File: config.mk
export PLATFORM = sky130hd
export DESIGN_NAME = joystick_axis_scanner
export DESIGN_NICKNAME = d
export VERILOG_FILES = /design/src/rtl/joystick_axis_scanner.sv
export SDC_FILE = /design/constraint.sdc
export NUM_CORES = 1
export LEC_CHECK = 0
export CAP_MARGIN = 20
export CORE_UTILIZATION = 26
export DETAILED_ROUTE_END_ITERATION = 6
export SLEW_MARGIN = 20
export SYNTH_ARGS = -nofsm -noshare
export SYNTH_HDL_FRONTEND = slang
export SYNTH_SLANG_ARGS = --single-unit
File: constraint.sdc
create_clock -name clk_100MHz -period 9.7 [get_ports clk_100MHz]
set_input_delay 2.425 -clock clk_100MHz [delete_from_list [all_inputs] [get_ports clk_100MHz]]
set_output_delay 2.425 -clock clk_100MHz [all_outputs]
set_load 0.01 [all_outputs]
File: src/rtl/joystick_axis_scanner.sv
// Round-robin XADC aux-channel poller over DRP: averages 2^AVG_LOG2 reads per
// channel and derives hysteretic low/high direction flags plus rising-edge pulses.
module joystick_axis_scanner #(
  parameter int         NUM_CH      = 2,
  parameter int         DATA_W      = 12,
  parameter logic [6:0] BASE_ADDR   = 7'h16,
  parameter int         AVG_LOG2    = 2,
  parameter int         THRESH_LOW  = 1000,
  parameter int         THRESH_HIGH = 3000,
  parameter int         HYST        = 100,
  parameter int         TIMEOUT     = 255
) (
  input  logic                     clk_100MHz,
  input  logic                     rst_n,
  input  logic                     enable,
  input  logic                     err_clear,
  output logic [6:0]               drp_daddr,
  output logic                     drp_den,
  input  logic                     drp_drdy,
  input  logic [15:0]              drp_do,
  output logic [NUM_CH*DATA_W-1:0] axis_data,
  output logic                     sample_valid,
  output logic [NUM_CH-1:0]        dir_low,
  output logic [NUM_CH-1:0]        dir_high,
  output logic [NUM_CH-1:0]        dir_low_pulse,
  output logic [NUM_CH-1:0]        dir_high_pulse,
  output logic                     timeout_err
);

  localparam int          CH_W   = (NUM_CH > 1) ? $clog2(NUM_CH) : 1;
  localparam int          RND_W  = AVG_LOG2 + 1;
  localparam int          ACC_W  = DATA_W + AVG_LOG2;
  localparam int          CNT_W  = $clog2(TIMEOUT + 1);
  localparam int unsigned ROUNDS = 1 << AVG_LOG2;

  localparam logic [CH_W-1:0]  CH_LAST   = CH_W'(NUM_CH - 1);
  localparam logic [RND_W-1:0] RND_LAST  = RND_W'(ROUNDS - 1);
  localparam logic [CNT_W-1:0] CNT_LAST  = CNT_W'(TIMEOUT - 1);
  localparam logic [31:0]      LOW_SET   = 32'(THRESH_LOW);
  localparam logic [31:0]      LOW_CLR   = 32'(THRESH_LOW + HYST);
  localparam logic [31:0]      HIGH_SET  = 32'(THRESH_HIGH);
  localparam logic [31:0]      HIGH_CLR  = 32'(THRESH_HIGH - HYST);

  typedef enum logic [1:0] {IDLE, ISSUE, WAIT, UPDATE} state_t;

  state_t                     state_q, state_d;
  logic [CH_W-1:0]            ch_q, ch_d;
  logic [RND_W-1:0]           round_q, round_d;
  logic [CNT_W-1:0]           cnt_q, cnt_d;
  logic [ACC_W-1:0]           acc_q [NUM_CH];
  logic [ACC_W-1:0]           acc_d [NUM_CH];
  logic [6:0]                 daddr_q, daddr_d;
  logic [NUM_CH*DATA_W-1:0]   axis_q, axis_d;
  logic                       sv_q, sv_d;
  logic [NUM_CH-1:0]          low_q, low_d, high_q, high_d;
  logic [NUM_CH-1:0]          low_pulse_q, low_pulse_d, high_pulse_q, high_pulse_d;
  logic                       err_q, err_d;

  logic                       timeout_hit;
  logic                       rd_done;
  logic [DATA_W-1:0]          rd_val;
  logic [31:0]                avg_v;

  // A read that times out contributes the channel's last published value,
  // so every average still divides by the full number of rounds.
  assign timeout_hit = (state_q == WAIT) && !drp_drdy && (cnt_q == CNT_LAST);
  assign rd_done     = (state_q == WAIT) && (drp_drdy || timeout_hit);
  assign rd_val      = drp_drdy ? drp_do[15 -: DATA_W] : axis_q[int'(ch_q) * DATA_W +: DATA_W];

  generate
    if (DATA_W < 16) begin : g_unused
      logic unused_lsbs;
      assign unused_lsbs = ^drp_do[15-DATA_W:0];
    end
  endgenerate

  always_comb begin
    state_d      = state_q;
    ch_d         = ch_q;
    round_d      = round_q;
    cnt_d        = cnt_q;
    daddr_d      = daddr_q;
    acc_d        = acc_q;
    axis_d       = axis_q;
    sv_d         = 1'b0;
    low_d        = low_q;
    high_d       = high_q;
    low_pulse_d  = '0;
    high_pulse_d = '0;
    avg_v        = '0;
    err_d        = timeout_hit ? 1'b1 : (err_clear ? 1'b0 : err_q);

    unique case (state_q)
      IDLE: begin
        if (enable) begin
          state_d = ISSUE;
          ch_d    = '0;
          round_d = '0;
          daddr_d = BASE_ADDR;
        end
      end
      ISSUE: begin
        cnt_d   = '0;
        state_d = WAIT;
      end
      WAIT: begin
        if (!rd_done) begin
          cnt_d = cnt_q + 1'b1;
        end else begin
          acc_d[ch_q] = acc_q[ch_q] + ACC_W'(rd_val);
          if (!enable) begin
            state_d = IDLE;
            ch_d    = '0;
            round_d = '0;
            for (int k = 0; k < NUM_CH; k++) acc_d[k] = '0;
          end else if (ch_q != CH_LAST) begin
            ch_d    = ch_q + 1'b1;
            daddr_d = BASE_ADDR + 7'(ch_q) + 7'd1;
            state_d = ISSUE;
          end else if (round_q != RND_LAST) begin
            ch_d    = '0;
            round_d = round_q + 1'b1;
            daddr_d = BASE_ADDR;
            state_d = ISSUE;
          end else begin
            // Results are registered here so they appear during the UPDATE cycle.
            ch_d    = '0;
            round_d = '0;
            state_d = UPDATE;
            sv_d    = 1'b1;
            for (int k = 0; k < NUM_CH; k++) begin
              avg_v = 32'(acc_d[k] >> AVG_LOG2);
              axis_d[k*DATA_W +: DATA_W] = avg_v[DATA_W-1:0];
              if (avg_v < LOW_SET)        low_d[k] = 1'b1;
              else if (avg_v >= LOW_CLR)  low_d[k] = 1'b0;
              if (avg_v > HIGH_SET)       high_d[k] = 1'b1;
              else if (avg_v <= HIGH_CLR) high_d[k] = 1'b0;
              low_pulse_d[k]  = low_d[k] & ~low_q[k];
              high_pulse_d[k] = high_d[k] & ~high_q[k];
              acc_d[k] = '0;
            end
          end
        end
      end
      UPDATE: begin
        if (enable) begin
          state_d = ISSUE;
          daddr_d = BASE_ADDR;
        end else begin
          state_d = IDLE;
        end
      end
      default: state_d = IDLE;
    endcase
  end

  always_ff @(posedge clk_100MHz or negedge rst_n) begin
    if (!rst_n) begin
      state_q      <= IDLE;
      ch_q         <= '0;
      round_q      <= '0;
      cnt_q        <= '0;
      daddr_q      <= '0;
      axis_q       <= '0;
      sv_q         <= 1'b0;
      low_q        <= '0;
      high_q       <= '0;
      low_pulse_q  <= '0;
      high_pulse_q <= '0;
      err_q        <= 1'b0;
      for (int k = 0; k < NUM_CH; k++) acc_q[k] <= '0;
    end else begin
      state_q      <= state_d;
      ch_q         <= ch_d;
      round_q      <= round_d;
      cnt_q        <= cnt_d;
      daddr_q      <= daddr_d;
      axis_q       <= axis_d;
      sv_q         <= sv_d;
      low_q        <= low_d;
      high_q       <= high_d;
      low_pulse_q  <= low_pulse_d;
      high_pulse_q <= high_pulse_d;
      err_q        <= err_d;
      acc_q        <= acc_d;
    end
  end

  assign drp_den        = (state_q == ISSUE);
  assign drp_daddr      = daddr_q;
  assign axis_data      = axis_q;
  assign sample_valid   = sv_q;
  assign dir_low        = low_q;
  assign dir_high       = high_q;
  assign dir_low_pulse  = low_pulse_q;
  assign dir_high_pulse = high_pulse_q;
  assign timeout_err    = err_q;

endmodule

# Word-level counts from Yosys, hierarchy flattened
# Cells that the tools add are included.
[word_totals] in_bits=21 wordCells=154 reg_bits=83
[op_classes] n_eq_ne=12 n_mux=81 bitwise=10 mul=1 shifts=1 n_lt_le_gt_ge=10 addsub=6 n_reduce_logical=19
[op_table] cell="28-bit two-way mux" n=3
[op_table] cell="14-bit two-way mux" n=4
[op_table] cell="1-bit two-way mux" n=40
[op_table] cell="7-bit two-way mux" n=5
[op_table] cell="2-bit two-way mux" n=15
[op_table] cell="28-bit bitwise mux" n=1
[op_table] cell="12-bit by 11-bit greater-or-equal comparator with 1-bit output, second input constant" n=2
[op_table] cell="12-bit greater-than comparator, second input constant" n=2
[op_table] cell="12-bit <= comparator, second input constant" n=2
[op_table] cell="12-bit by 10-bit less-than comparator with 1-bit output, second input constant" n=2
[op_table] cell="24-bit by 6-bit variable part select with 12-bit output" n=1
[op_table] cell="8-bit one-hot mux with 2 select lines" n=1
[op_table] cell="3-bit two-way mux" n=5
[op_table] cell="14-bit by 12-bit adder with 14-bit output" n=1
[op_table] cell="14-bit demux with 1-bit select" n=1
[op_table] cell="7-bit one-hot mux with 2 select lines" n=1
[op_table] cell="12-bit two-way mux" n=1
[op_table] cell="5-bit AND reduction" n=2
[op_table] cell="8-bit by 1-bit adder with 8-bit output, second input constant" n=1
[op_table] cell="8-bit == test, second input constant" n=1
[op_table] cell="8-bit two-way mux" n=1
[op_table] cell="2-bit inequality test, second input constant" n=4
[op_table] cell="2-bit one-hot mux with 4 select lines" n=1
[op_table] cell="2-bit nonzero test" n=4
[op_table] cell="other kinds (25)" n=39

# Longest topological paths before layout
# Gate-level depths: netlist of the first run.
[depth] ltp_word=20 mapped_depth=18 ltp_nobuf=13

# Worst setup path after synthesis of the first run
# Ideal clock, no wire load.
[synth_path] path_type="input -> register" startpoint="in drp_drdy" endpoint="reg high_q[0], in the netlist dir_high[0]" stages=15 setup_slack_ns=4.062 t_required_ns=9.565 setup_ns=0.135 arrival_time_ns=5.503 path_buffers=2 path_cell_list="clkbuf_1 -> clkbuf_1 -> nand2_1 -> o21ai_0 -> ha_1 -> inv_1 -> fa_1 -> nand2b_1 -> a21oi_2 -> o41ai_4 -> xnor2_1 -> mux2_4 -> or4_4 -> o31ai_4 -> o22ai_1"
[synth_via] elab_chain_cells=11 word_cells_on_any_way=18 classes_between="add/sub (1); order compare (2); mux (9); reduce/logical (6)"
[synth_rtl] item="start, declared" line="19" rtl="input logic drp_drdy,"
[synth_rtl] item="12-bit two-way mux" line="68" rtl="assign rd_val = drp_drdy ? drp_do[15 -: DATA_W] : axis_q[int'(ch_q) * DATA_W +: DATA_W];"
[synth_rtl] item="14-bit by 12-bit adder with 14-bit output" line="110" rtl="acc_d[ch_q] = acc_q[ch_q] + ACC_W'(rd_val);"
[synth_rtl] item="28-bit bitwise mux" line="110"
[synth_rtl] item="12-bit <= comparator" line="137" rtl="else if (avg_v <= HIGH_CLR) high_d[k] = 1'b0;"
[synth_rtl] item="1-bit two-way mux" line="137"
[synth_rtl] item="1-bit two-way mux" line="136" rtl="if (avg_v > HIGH_SET) high_d[k] = 1'b1;"
[synth_rtl] item="1-bit two-way mux" line="120" rtl="end else if (round_q != RND_LAST) begin"
[synth_rtl] item="1-bit two-way mux" line="116" rtl="end else if (ch_q != CH_LAST) begin"
[synth_rtl] item="1-bit two-way mux" line="111" rtl="if (!enable) begin"
[synth_rtl] item="1-bit two-way mux" line="107" rtl="if (!rd_done) begin"
[synth_rtl] item="1-bit two-way mux" line="93" rtl="unique case (state_q)"
[synth_rtl] item="end signal, assigned" line="181" rtl="high_q <= high_d;"
[synth_rtl] item="end, declared" line="55" rtl="logic [NUM_CH-1:0] low_q, low_d, high_q, high_d;"
# Parallel ways exist; a longest one is shown, timed or not. The select of a mux whose other input is x is not followed.
# A chain may end at the register's enable or synchronous reset.

# Worst setup path in the final report of the first run
[layout_path] startpoint="in drp_drdy" endpoint="reg high_pulse_q[0], in the netlist dir_high_pulse[0]"
[layout_via] elab_chain_cells=17 word_cells_on_any_way=23 classes_between="add/sub (1); order compare (2); mux (14); bitwise (1); reduce/logical (5)"
[layout_rtl] item="12-bit two-way mux" line="68"
[layout_rtl] item="14-bit by 12-bit adder with 14-bit output" line="110"
[layout_rtl] item="28-bit bitwise mux" line="110"
[layout_rtl] item="12-bit <= comparator" line="137"
[layout_rtl] item="1-bit two-way mux" line="137"
[layout_rtl] item="1-bit two-way mux" line="136"
[layout_rtl] item="1-bit two-way mux" line="120"
[layout_rtl] item="1-bit two-way mux" line="116"
[layout_rtl] item="(+2 left out)"
[layout_rtl] item="1-bit two-way mux" line="93"
[layout_rtl] item="1-bit bitwise AND" line="139" rtl="high_pulse_d[k] = high_d[k] & ~high_q[k];"
[layout_rtl] item="2-bit two-way mux" line="120"
[layout_rtl] item="2-bit two-way mux" line="116"
[layout_rtl] item="2-bit two-way mux" line="111"
[layout_rtl] item="2-bit two-way mux *" line="107"
[layout_rtl] item="2-bit two-way mux *" line="93"
[layout_rtl] item="named net high_pulse_d[0]" line="56" rtl="logic [NUM_CH-1:0] low_pulse_q, low_pulse_d, high_pulse_q, high_pulse_d;"
[layout_rtl] item="end signal, assigned" line="183" rtl="high_pulse_q <= high_pulse_d;"
[layout_rtl] item="end, declared" line="56"
# Mark *: on every way through the listed nets, which the timed path passes. The rest lies on a longest branch. The select of a mux whose other input is x is not followed.

==> impl_summary.md, run 1 <==
STA
Setup repair after global routing left no endpoint under its margin. The final critical-path required period is between 6 and 7 ns. Setup violations remaining at the end of the flow were counted as 0. Between clock sinks in the finished design, the worst skew comes to about 0.011 ns. For the final routed database, the setup TNS stands at 0 ns.

The transition at the pin with the smallest max-transition slack is between 0.9 and 1 ns. The max-slew violation count was 0. The count of final hold-check violations is 0. The share of the clock period used by the worst path after layout is around 64%. The highest achievable clock rate is roughly 160 MHz.

The max-slew headroom at the worst pin is between 30% and 40%. The hold slack is around 0.48 ns.

Logic synthesis
The area fraction in compound gates after synthesis is between 20% and 30%. The average size of a mapped cell is just under 9 um2. The xor/xnor cell area share of the yosys netlist is 2.75%. After synthesis, the cell types taking the most area are sky130_fd_sc_hd__dfrtp_1 38%, sky130_fd_sc_hd__nand2_1 7.6%, sky130_fd_sc_hd__o21ai_0 6.3%.

Yosys mapped a number of flops with a built-in enable equal to 0. The proportion of register bits with asynchronous set or reset after synthesis is 100%. The synthesized netlist contains 81 unique library cells. The most used flip-flop cell after synthesis is sky130_fd_sc_hd__dfrtp_1. The cell area after synthesis is around 5100 um2. After synthesis, the largest family of logic cells by area is compound AO/OA/AOI/OAI gates. The yosys synthesis warning count is 0. The share of the Yosys chip area taken by registers is 38.2%. After synthesis, the share of cell area in mux cells is ~6.5%. The arithmetic-cell share of the synthesized area counting full adders, half adders and majority gates is between 4 and 5%. Sorting the synthesized cells by how often they occur yields 103 x sky130_fd_sc_hd__nand2_1, 78 x sky130_fd_sc_hd__dfrtp_1, 64 x sky130_fd_sc_hd__o21ai_0. The synthesized netlist devotes between 10% and 20% of its cell area to simple gates. The synthesized instance count is 582. The most common cell in the synthesized netlist is sky130_fd_sc_hd__nand2_1. The share of Yosys cell area claimed by the top area cell type is between 30% and 40%. The synthesis-stage register bit count is 78. sky130_fd_sc_hd__dfrtp_1 takes more of the synthesized area than any other cell.

Cells and area
Compared with the post-synthesis result, the final layout area differs by 21.9%. The net count of the finished layout is 664. The core occupancy in the finished layout is between 30 and 40%. The final antenna diode count is 0.

In the final layout, the share of cells above drive strength 1 is under 10%.

Clock tree
The number of setup buffers added after CTS is 0. TritonCTS created 9 clock buffers. At the later pin of the worst-skew pair, clock insertion delay measures approximately 0.35 ns. The H-tree level count is 3. Counting along the longest clock path gives a buffer depth of 2.

The number of buffers added to fix hold violations after cts is 0. The clock net in this run drives a total of 78 sinks. TritonCTS built the clock tree. After clock tree synthesis, the repair step resized 0 gates.

The clock edge transition at the registers on the reported setup and hold paths is about 0.070 ns. The cell sitting at the root of the clock tree is a sky130_fd_sc_hd__clkbuf_16.

Die
In this run the count of I/O pins placed on the die edge is 63. The effective utilization at floorplan is between 20 and 30%. The horizontal die dimension is approximately 140 um.

The die covers approximately 20000 um2. The die is between 100 and 150 um tall. The area of the core region is 19000 um2. The floorplan has 50 rows.

Placed design
The estimated wirelength of the detail-placed design is approximately 10 mm. At the end of routability-driven placement, the weighted congestion stood at 0.839. The count of port buffers added during placement is 55.

Critical path
The required time at the worst-slack endpoint is around 9.9 ns. The largest fanout of any net on the critical path is 28. Among all stages on the critical path, the largest delay is contributed by sky130_fd_sc_hd__a211oi_1. The worst setup path is launched from an input pin.

STA puts the critical path data arrival time at roughly 6.5 ns. STA classifies the critical path endpoint as a flop. By startpoint and endpoint, the worst setup path is classified as in2reg. On the worst path, the slowest cell contributes a delay of slightly below 0.5 ns. In this design, the largest share of critical-path delay is due to simple AND/OR/NAND/NOR gates. The number of buffers and inverters on the critical path is 3. The most repeated library cell on the critical path is sky130_fd_sc_hd__nor3_1.

The signal on the critical path passes through clkdlybuf4s50_1 > buf_4 > nand2_1 > o21ai_0 > ha_1 > inv_1 > fa_1 > nand2b_1 > a211oi_1 > nor3_1 > nand4b_1 > and2_2 > a31oi_2 > o31ai_4 > nor3_1.

Flow run
Across the run, the number of max-cap violations was 0.

Detailed routing
The count of unresolved DRC violations after routing is 0. The number of antenna-violating nets in the routed design is 0. The iteration-0 DRC count of the detailed router is approximately 300. The detailed-routing iteration count for the pre-antenna-repair pass is 6. For this block, the routed nets add up to approximately 15 mm of wire. The routed wire length per instance is ~16 um. The via density per instance is around 5.0.

The routed via count is approximately 4500.

Power and ir drop
Across the VDD grid, the largest voltage drop is ~110 uV. The total power per unit cell area is approximately 240 nW/um2. The leakage power total is between 0.002 and 0.003 uW.

Global route
The number of global-route vias before repair is 4398. The remaining global-route overflow is 0. Entering global routing, the biggest net connects 53 pins. The first-pass GRT wire length is about 24 mm. The global-route total usage across every layer is between 15 and 20%. The initial antenna violation count is 0.

Status
The run finished with clean final reports.

Min path
The path type of the worst min-delay path is reg2reg.
-- logic make-up (layout without fill, tap and decap cells) --
kind of cell               Yosys count  after routing
AOI/OAI and AO/OA                  175            175
xor gates and xnor gates            16             16
adders and majority gates           19             19
buffers and inverters               48             93
DFF                                 78             78
muxes                               31             31
other                                1              3
and+or+nand+nor                    214            214
-- final cells by class --
cell class / count / area, um2
clock buffer: 11 / 243
clock inverter: 5 / 106
fill: 1978 / 12700
inverter: 17 / 63.8
multi-input combinational: 458 / 2950
sequential: 78 / 1950
tap: 260 / 325
timing repair buffer: 60 / 586
-- placed cells by master, fill, tap and decap left out, types with 6 or more instances in the layout --
cell                                n
sky130_fd_sc_hd__ha_1              18
sky130_fd_sc_hd__nand3_1           18
sky130_fd_sc_hd__xnor2_1           11
sky130_fd_sc_hd__mux2_2            13
sky130_fd_sc_hd__o22ai_1            6
sky130_fd_sc_hd__dfrtp_1           77
sky130_fd_sc_hd__nor2b_1           11
sky130_fd_sc_hd__a22o_1             6
sky130_fd_sc_hd__nand4_1            7
sky130_fd_sc_hd__buf_4              6
sky130_fd_sc_hd__nor3_1             9
sky130_fd_sc_hd__nor2_1            33
sky130_fd_sc_hd__inv_1             16
sky130_fd_sc_hd__o31ai_1            6
sky130_fd_sc_hd__nand2_1          103
sky130_fd_sc_hd__o21ai_0           64
sky130_fd_sc_hd__o211ai_1           8
sky130_fd_sc_hd__mux2i_1           17
sky130_fd_sc_hd__a31oi_1            7
sky130_fd_sc_hd__a21oi_1           17
sky130_fd_sc_hd__clkbuf_16          9
sky130_fd_sc_hd__clkdlybuf4s50_1   54
sky130_fd_sc_hd__a21o_1             8
-- layer usage --
| metal | vias up | global-route usage [%] | wire, um |
|---|---|---|---|
| li1 | 2190 | - | - |
| met1 | 2163 | 19.8 | 6790 |
| met2 | 92 | 25.0 | 6900 |
| met3 | 25 | 2.09 | 441 |
| met4 | 0 | 6.90 | 370 |
| met5 | - | 0 | 0 |
-- path summary, 6_finish.rpt --
kind / startpoint / to / slack [ns] / cells past startpoint
hold / removal: dir_low[0]$_DFFE_PN0P_ / dir_low_pulse[0]$_DFF_PN0_ / 0.48 / 1
min in group asynchronous: rst_n / acc_q[7]$_DFFE_PN0P_ / 1.98 / 1
setup / recovery: drp_drdy / dir_high_pulse[0]$_DFF_PN0_ / 3.45 / 15
setup reg to reg: ch_q$_DFFE_PN0P_ / dir_high_pulse[0]$_DFF_PN0_ / 4.84 / 14
hold reg to reg: dir_low[0]$_DFFE_PN0P_ / dir_low_pulse[0]$_DFF_PN0_ / 0.48 / 1
max in group asynchronous: rst_n / ch_q$_DFFE_PN0P_ / 6.66 / 2
-- state kept, by name (all words and copies together), names as in the netlist --
signal / count
acc_q: 28
axis_data: 24
ch_q: 1
cnt_q: 8
dir_high: 2
dir_high_pulse: 2
dir_low: 2
dir_low_pulse: 2
drp_daddr: 2
round_q: 3
sample_valid: 1
state_q: 2
timeout_err: 1
-- metrics by stage --
stage	setup WS, ns	std cells	cell area (um2)	power (uW)
floorplan	4.06	584	5110	921
global placement	3.14	873	5870	1080
detailed placement	3.10	873	5870	1090
CTS	3.44	889	6220	1500
global route	3.07	889	6220	1600
finish	3.45	889	6220	1500
-- power by group --
group / internal [uW] / switching (uW) / leakage, uW
Sequential: 373 / 68.2 / 0.00106
Clock: 259 / 144 / 0.000166
Combinational: 245 / 408 / 0.00134
Power figures use the tool's default switching activity.
==> inputs of run 2 (changes only) <==
- clock period: 9.7 -> 6.45 ns (I/O delays scaled with it)
==> impl_summary.md, run 2 (same netlist as run 1, synthesis figures left out) <==
Clock tree
The post-CTS setup repair buffer count is 0 (unchanged). The clock edge transition at the registers on the reported setup and hold paths is 0.06 ns (was 0.07 ns). The master cell of the clock root buffer is sky130_fd_sc_hd__clkbuf_16 (unchanged).

The number of sinks on the clock net was 78 (unchanged). The clock latency of the later-clocked register in the worst-skew pair is 0.35 ns (about the same). The number of cells upsized or downsized after cts is 0 (unchanged).

The number of buffers added to fix hold violations after cts is 0 (unchanged). The clock tree from TritonCTS was done (unchanged). The buffer levels on the longest clock path is 2 (unchanged). The total CTS buffers is 9 (unchanged).

The H-tree level count came to 3 (unchanged).

Die
The number of primary I/O pins is 63 (unchanged). The effective utilization at floorplan is 26.9% (unchanged). The die footprint is 20200 um2 (unchanged).

The area of the core region is 19000 um2 (unchanged). The horizontal die dimension is 142 um (unchanged). The vertical extent of the die is 142 um (unchanged). The total number of placement rows is 50 (unchanged).

Cells and area
The final antenna diode count is 0 (unchanged). The most frequent standard cell in the layout excluding fill and tap cells is sky130_fd_sc_hd__nand2_1 (unchanged). The fraction of layout instances using a drive strength above 1 is 9.67% (was 9.38%). The area growth from synthesis to final layout is 21.4% (was 21.9%). The design area is 6200 um2 (was 6220 um2). Top library cells by usage in the layout, fill and taps aside: 103 x sky130_fd_sc_hd__nand2_1, 77 x sky130_fd_sc_hd__dfrtp_1, 64 x sky130_fd_sc_hd__o21ai_0 (unchanged). The largest register by flop count was acc_q (unchanged).

The final layout net count came to 667 (was 664). The flip-flop count of the largest register after layout was 28 (unchanged).

Critical path
The worst stage delay on the critical path is 0.72 ns (was 0.49 ns). The endpoint type of the worst setup path is a flop (unchanged). The arrival time at the worst endpoint is 5.76 ns (was 6.48 ns). The largest fanout of any net on the critical path is 16 (was 28). The most repeated library cell on the critical path is sky130_fd_sc_hd__o21ai_0 (was sky130_fd_sc_hd__nor3_1).

The kind of start point of the critical path was an input pin (unchanged). Series of cell instances along the critical path: clkdlybuf4s50_1 > o21ai_0 > ha_1 > inv_1 > fa_1 > nand2b_1 > a211oi_1 > o21ai_0 > a21oi_1 > xnor2_1 > nand2_1 > o41ai_1 > o22ai_1 (was clkdlybuf4s50_1 > buf_4 > nand2_1 > o21ai_0 > ha_1 > inv_1 > fa_1 > nand2b_1 > a211oi_1 > nor3_1 > nand4b_1 > and2_2 > a31oi_2 > o31ai_4 > nor3_1). The cell at the slowest stage of the critical path is sky130_fd_sc_hd__clkdlybuf4s50_1 (was sky130_fd_sc_hd__a211oi_1). The critical path class is in2reg (unchanged). The required time at the worst-slack endpoint is 6.66 ns (was 9.94 ns).

STA
The transition at the pin with the smallest max-transition slack is 0.802 ns (was 0.952 ns). The final critical-path required period is 5.55 ns. The final setup violation count came to 0 (unchanged).

Unrepaired setup endpoints after global routing: false (unchanged). The max-slew headroom at the worst pin is 46.2% (was 36.5%). The max-slew violation count is 0 (unchanged). The largest clock skew in the final design is 0.0108 ns (was 0.0105 ns). The count of final hold-check violations was 0 (unchanged). After layout, the worst path uses 86.0% of the clock period. The highest achievable clock rate is ~180 MHz. The sum of negative setup slack is 0 ns (unchanged).

Status
Outcome: finished, final reports clean (unchanged).

Detailed routing
The via density per instance was 4.97 (was 5.03). The count of unresolved DRC violations after routing is 0 (unchanged). The post-detailed-routing wire length is 14.4 mm (was 14.5 mm). The routed via count is 4429 (was 4470). The detailed-routing iteration count for the pre-antenna-repair pass is 5 (was 6).

The iteration-0 DRC count of the detailed router is 269 (was 303). The routed wire length per instance is 16.1 um (was 16.3 um). The number of antenna-violating nets in the routed design is 0 (unchanged).

Power and ir drop
The maximum resistive drop on vdd is 156 uV (was 112 uV). The leakage power total is 0.00256 uW (about the same). The total power per unit cell area is 351 nW/um2 (was 241 nW/um2).

Global route
The global-route total usage across every layer is 14.9% (was 15.2%). The remaining global-route overflow is 0 (unchanged). The first-pass GRT wire length is 23.2 mm (was 23.8 mm). The initial antenna violation count was 0 (unchanged). The pin count of the biggest net entering global routing is 51 (was 53).

The number of global-route vias before repair came to 4260 (was 4398).

Placed design
The count of port buffers added during placement was 55 (unchanged). The final RePlAce weighted congestion is 0.860 (was 0.839). The estimated wirelength of the detail-placed design is 10.6 mm (was 10.4 mm). The cell area reported after detailed placement is 5900 um2 (was 5870 um2).

Min path
The path type of the worst min-delay path was reg2reg (unchanged).

Flow run
The number of max-cap violations came to 0 (unchanged).
run 2: per-stage QoR:
step                      util [%]  hold slack, ns  power, uW  setup WS, ns  cells
final                         32.7           0.453       2170         0.901    891
after global placement        31.1           0.450       1640         0.588    876
after floorplan                  -           0.444       1380          1.62    584
after CTS                     32.7           0.456       2180         0.876    891
after detailed placement      31.1           0.448       1650         0.547    876
after global routing          32.7           0.485       2310         0.616    891
run 2: area by class of cell:
| cell class | count | area, um2 |
|---|---|---|
| Fill cell | 1972 | 12800 |
| Multi-Input combinational cell | 458 | 2950 |
| Sequential cell | 78 | 1950 |
| Timing Repair Buffer | 63 | 608 |
| Tap cell | 260 | 325 |
| Clock buffer | 12 | 256 |
| Inverter | 17 | 63.8 |
| Clock inverter | 3 | 43.8 |
run 2: per-layer routing:
metal / track usage, % / part of all wire (%) / up-vias
li1: - / - / 2203
met1: 19.0 / 46 / 2118
met2: 24.4 / 47 / 84
met3: 2.59 / 4.2 / 24
met4: 6.90 / 2.3 / 0
met5: 0 / 0 / -
run 2: power by group:
part / leakage [uW] / total [uW] / internal (uW) / switching (uW)
combinational: 0.00135 / 981 / 379 / 602
sequential: 0.00106 / 671 / 560 / 110
clock: 0.000149 / 521 / 319 / 202
run 2: worst paths after layout:
kind	startpoint	to	slack (ns)	cells past startpoint
worst max-delay path	drp_drdy	dir_high[0]$_DFFE_PN0P_	0.90	13
worst min-delay path	dir_high[1]$_DFFE_PN0P_	dir_high_pulse[1]$_DFF_PN0_	0.45	1
worst max register to register	ch_q$_DFFE_PN0P_	dir_high_pulse[0]$_DFF_PN0_	1.80	11
worst min register to register	dir_high[1]$_DFFE_PN0P_	dir_high_pulse[1]$_DFF_PN0_	0.45	1
max in group asynchronous	rst_n	ch_q$_DFFE_PN0P_	4.25	2
min in group asynchronous	rst_n	axis_data[16]$_DFFE_PN0P_	1.19	1
run 2: worst max-delay path: cells and delay by family:
kind,cells,cell delay [ns]
fa+ha+maj,2,0.68
simple gates,2,0.41
xor+xnor,1,0.30
compound gates,6,1.96
buf+inv,2,0.79
